File: config.mk
export PLATFORM = sky130hd
export DESIGN_NAME = irq_controller
export DESIGN_NICKNAME = d
export VERILOG_FILES = /design/src/rtl/irq_controller.sv
export SDC_FILE = /design/constraint.sdc
export NUM_CORES = 1
export LEC_CHECK = 0
export CAP_MARGIN = 25
export CORE_UTILIZATION = 23
export DETAILED_ROUTE_END_ITERATION = 12
export PLACE_DENSITY_LB_ADDON = 0.05
export SYNTH_ARGS = -nofsm -noshare
export SYNTH_HDL_FRONTEND = slang
export SYNTH_SLANG_ARGS = --single-unit
File: constraint.sdc
create_clock -name CLOCK_50 -period 3.19 [get_ports CLOCK_50]
set_input_delay 0.638 -clock CLOCK_50 [delete_from_list [all_inputs] [get_ports CLOCK_50]]
set_output_delay 0.638 -clock CLOCK_50 [all_outputs]
set_load 0.005 [all_outputs]
File: src/rtl/irq_controller.sv
// irq_controller: edge-captured, maskable interrupt sources signalled to the
// processor over a four-phase ExtIRQ/ExtlAck handshake, lowest index first.
module irq_controller #(
    parameter int N = 64,
    parameter int NSRC = 4,
    parameter logic [N-1:0] MASK_ADDR = 'h100,
    parameter logic [N-1:0] CLR_ADDR = 'h108,
    localparam int IW = $clog2(NSRC)
) (
    input  logic            CLOCK_50,
    input  logic            reset,
    input  logic [NSRC-1:0] irq_src,
    input  logic [N-1:0]    DM_addr,
    input  logic [N-1:0]    DM_writeData,
    input  logic            DM_writeEnable,
    input  logic            ExtlAck,
    output logic            ExtIRQ,
    output logic [IW-1:0]   irq_id,
    output logic [NSRC-1:0] irq_pending
);
    typedef enum logic [1:0] {IDLE, REQ, WAIT_REL} stateT;
    stateT state;
    logic [NSRC-1:0] prevSrc, mask, active, clrStore, ackBits;
    logic [IW-1:0] lowestId;
    logic maskWr;
    logic unusedData;
    assign unusedData = ^DM_writeData[N-1:NSRC];
    assign active = irq_pending & mask;
    assign maskWr = DM_writeEnable && DM_addr == MASK_ADDR;
    assign clrStore = (DM_writeEnable && DM_addr == CLR_ADDR) ? DM_writeData[NSRC-1:0] : '0;
    always_comb begin
        lowestId = '0;
        for (int i = NSRC - 1; i >= 0; i--)
            if (active[i]) lowestId = IW'(i);
        ackBits = '0;
        ackBits[irq_id] = state == REQ && ExtlAck;
    end
    // A fresh edge is OR-ed in after the clears so a simultaneous set wins.
    always_ff @(posedge CLOCK_50 or negedge reset) begin
        if (!reset) begin
            state <= IDLE;
            ExtIRQ <= 1'b0;
            irq_id <= '0;
            irq_pending <= '0;
            prevSrc <= '0;
            mask <= '1;
        end else begin
            prevSrc <= irq_src;
            irq_pending <= (irq_pending & ~(clrStore | ackBits)) | (irq_src & ~prevSrc);
            if (maskWr) mask <= DM_writeData[NSRC-1:0];
            case (state)
                IDLE: if (|active) begin
                    irq_id <= lowestId;
                    ExtIRQ <= 1'b1;
                    state <= REQ;
                end
                REQ: if (ExtlAck) begin
                    ExtIRQ <= 1'b0;
                    state <= WAIT_REL;
                end
                WAIT_REL: if (!ExtlAck) state <= IDLE;
                default: state <= IDLE;
            endcase
        end
    end
endmodule

==> reports/qor.yml <==
drv_slew: 0
crit_path_top_delay_cell: "or4_4"
start_util_pct: 24.96
via_count: 995
area_delta_synth_final_pct: 106.6
wl_microns: 2873
tns_ns: 0
antenna_found_initial: 0
dp_cells: 210
path_max_fanout: 4
n_antenna_cell: 0
end_kind: "flop"
switchingPower_w: 0.00008894
nets: 305
p_seq_share_pct: 45.6
syn_avg_cell_area_sq_um: 10.56
cts_setup_buffers: 0
cts.sinks: 17
max_freq_mhz: 444.5
relSlewSlack_pct: 49.01
fin_crit_ns: 2.250
ctsHtreeMaxLevel: 1
fill_cells: 330
critPathArrivalTime_ns: 2.42
cp_data_required_time_ns: 3.36
io_pins: 143
rsz0062_at_grt: "false"
power_density_nw_per_um2: 268.7
maxCapViolations: 0
post_cts_resize_count: 0
drcViolationCount: 0
grt_usage_pct: 15.76
wl_per_cell_microns: 13.43
root_buffer: "clkbuf_8"
p_sw_share_pct: 18.50
ir_drop_mv: 0.1414
antenna_left: 0
slowest_delay_ns: 0.54
firstDrtPassIters: 4
status: "finished, final reports clean"
path_cells: "clkdlybuf4s50_1 > or4_4 > nor4_4 > nand3b_2 > mux2_1"
cts_hold_buf: 0
comb_power_share_pct: 22.2
grt_max_degree: 18
finalCritPeriodShare_pct: 70.52
die_w_microns: 63.36
synthesis.area_sq_um: 865.8
place.gp.congestion: 0.7242
cts.clk_slew.worst_paths_ns: 0.06
synth_seq_cells: 17
internal_power_w: 0.0003919
grt_overflow: 0
finalNonFillerCells: 214
cts_buffers: 3
clkPwrFrac_pct: 32.2
grt_pass1_wl_microns: 4912
syn-num-nets: 218
synth-seq-area-share_pct: 49.71
fin_util_pct: 51.59
syn_inst: 82
die-area_sq_um: 4014
viasPerCell: 4.650
cts_tree: "done"
post-dp-hpwl_microns: 2608
grt_pass1_vias: 1080
fp.dieH_microns: 63.36
hold_violations: 0
p_leak_nw: 0.6974
insertion_delay_ns: 0.25
tightest_slew_ns: 0.7624
synth_warnings: 0
path_class: "input port to flop"
finalSetupViolations: 0
port_buffers: 82
cp-start-kind: "input port"
skew_ns: 0.001979
holdCritPathClass: "flop to flop"
core_area_sq_um: 3468
drive_gt1_share_pct: 7.143
drt_iter0_drc: 44
synthDistinctLibCells: 30
core.rowCount: 21
clock_path_buffers: 2
Yosys cell counts, drive strengths merged:
library cell / n / area (sq um)
dfstp: 4 / 105.1
a32oi: 1 / 8.760
inv: 5 / 18.77
nor2: 5 / 18.77
a22oi: 1 / 7.510
a21oi: 5 / 25.02
nand4b: 1 / 8.760
xor2: 1 / 8.760
a311oi: 1 / 8.760
and3: 1 / 6.260
and2: 1 / 6.260
a21o: 1 / 7.510
nand2: 4 / 15.01
o31ai: 2 / 15.01
nor4b: 2 / 17.52
nand3b: 2 / 18.77
or2: 1 / 6.260
dfrtp: 13 / 325.3
nor3b: 1 / 7.510
o32a: 1 / 10.01
nor4: 13 / 102.6
or4: 2 / 18.77
mux2: 4 / 45.04
o21ai: 7 / 35.03
nand4: 3 / 18.77
path summary, 6_finish.rpt:
path / start / endpoint / slack (ns) / cells after the start
worst max-delay path: DM_addr[52] / mask[0]$_DFFE_PN1P_ / 0.94 / 5
worst min-delay path: ExtIRQ$_DFFE_PN0P_ / ExtIRQ$_DFFE_PN0P_ / 0.48 / 1
worst max register to register: mask[2]$_DFFE_PN1P_ / irq_id[0]$_DFFE_PN0P_ / 1.74 / 3
worst min register to register: ExtIRQ$_DFFE_PN0P_ / ExtIRQ$_DFFE_PN0P_ / 0.48 / 1
max in group asynchronous: reset / ExtIRQ$_DFFE_PN0P_ / 1.87 / 1
min in group asynchronous: reset / irq_pending[3]$_DFF_PN0_ / 0.84 / 1
worst max-delay path: cells and delay by family:
| kind | cells | cell delay [ns] |
|---|---|---|
| buf+inv | 1 | 0.39 |
| mux | 1 | 0.35 |
| simple gates | 3 | 1.04 |
power by group through the flow:
| stage | sequential [W] | combinational, W | clock (W) |
|---|---|---|---|
| after global routing | 0.000219 | 0.000116 | 0.000173 |
| final | 0.000219 | 0.000107 | 0.000155 |
| after floorplan | 0.000223 | 0.00000877 | 0 |
| after detailed placement | 0.000223 | 0.000108 | 0 |
| after CTS | 0.000219 | 0.000108 | 0.000160 |
| after global placement | 0.000223 | 0.000105 | 0 |
flip-flops by register name, indices dropped and copies added, names as in the netlist:
name,count
state,2
ExtIRQ,1
irq_id,2
irq_pending,4
mask,4
prevSrc,4
final cells by class:
class,count,area [sq um],share of cell area [%]
tap,46,57.56,3.217
inverter,5,18.77,1.049
sequential,17,430.4,24.06
clock buffer,4,45.04,2.517
timing repair buffer,82,820.8,45.87
multi-input combinational,60,416.7,23.29
kinds of logic (layout without fill, tap and decap cells):
logic type,after synthesis,after routing,synth area share [%]
buffers and inverters,5,91,2.168
AO/OA/AOI/OAI,19,19,13.58
AND/OR/NAND/NOR,36,36,28.33
XOR/XNOR,1,1,1.012
multiplexers,4,4,5.202
flip-flops,17,17,49.71
metrics by stage:
stage / setup slack (ns) / total power [W] / instance area [sq um] / hold slack, ns
after floorplan: 1.178 / 0.0002315 / 865.8 / 0.3424
after global placement: 0.6800 / 0.0003278 / 1744 / 0.4659
after detailed placement: 0.6684 / 0.0003304 / 1744 / 0.4726
after CTS: 0.9258 / 0.0004874 / 1789 / 0.4871
after global routing: 0.7836 / 0.0005079 / 1789 / 0.5170
final: 0.9405 / 0.0004808 / 1789 / 0.4815
per-layer routing:
layer / global-route usage, % / share of wire [%]
met5: 0 / 0
met4: 4.545 / 2.0
met3: 5.797 / 7.6
met2: 26.86 / 51
met1: 18.27 / 39
layout by cell type, fill, tap and decap left out, drive strengths merged:
cell           netlist  layout
a21o                 1       1
a21oi                5       5
a22oi                1       1
a311oi               1       1
a32oi                1       1
and2                 1       1
and3                 1       1
clkbuf               0       4
clkdlybuf4s50        0      82
dfrtp               13      13
dfstp                4       4
inv                  5       5
mux2                 4       4
nand2                4       4
nand3b               2       2
nand4                3       3
nand4b               1       1
nor2                 5       5
nor3b                1       1
nor4                13      13
nor4b                2       2
o21ai                7       7
o31ai                2       2
o32a                 1       1
or2                  1       1
or4                  2       2
xor2                 1       1
(Power assumes the default switching activity.)
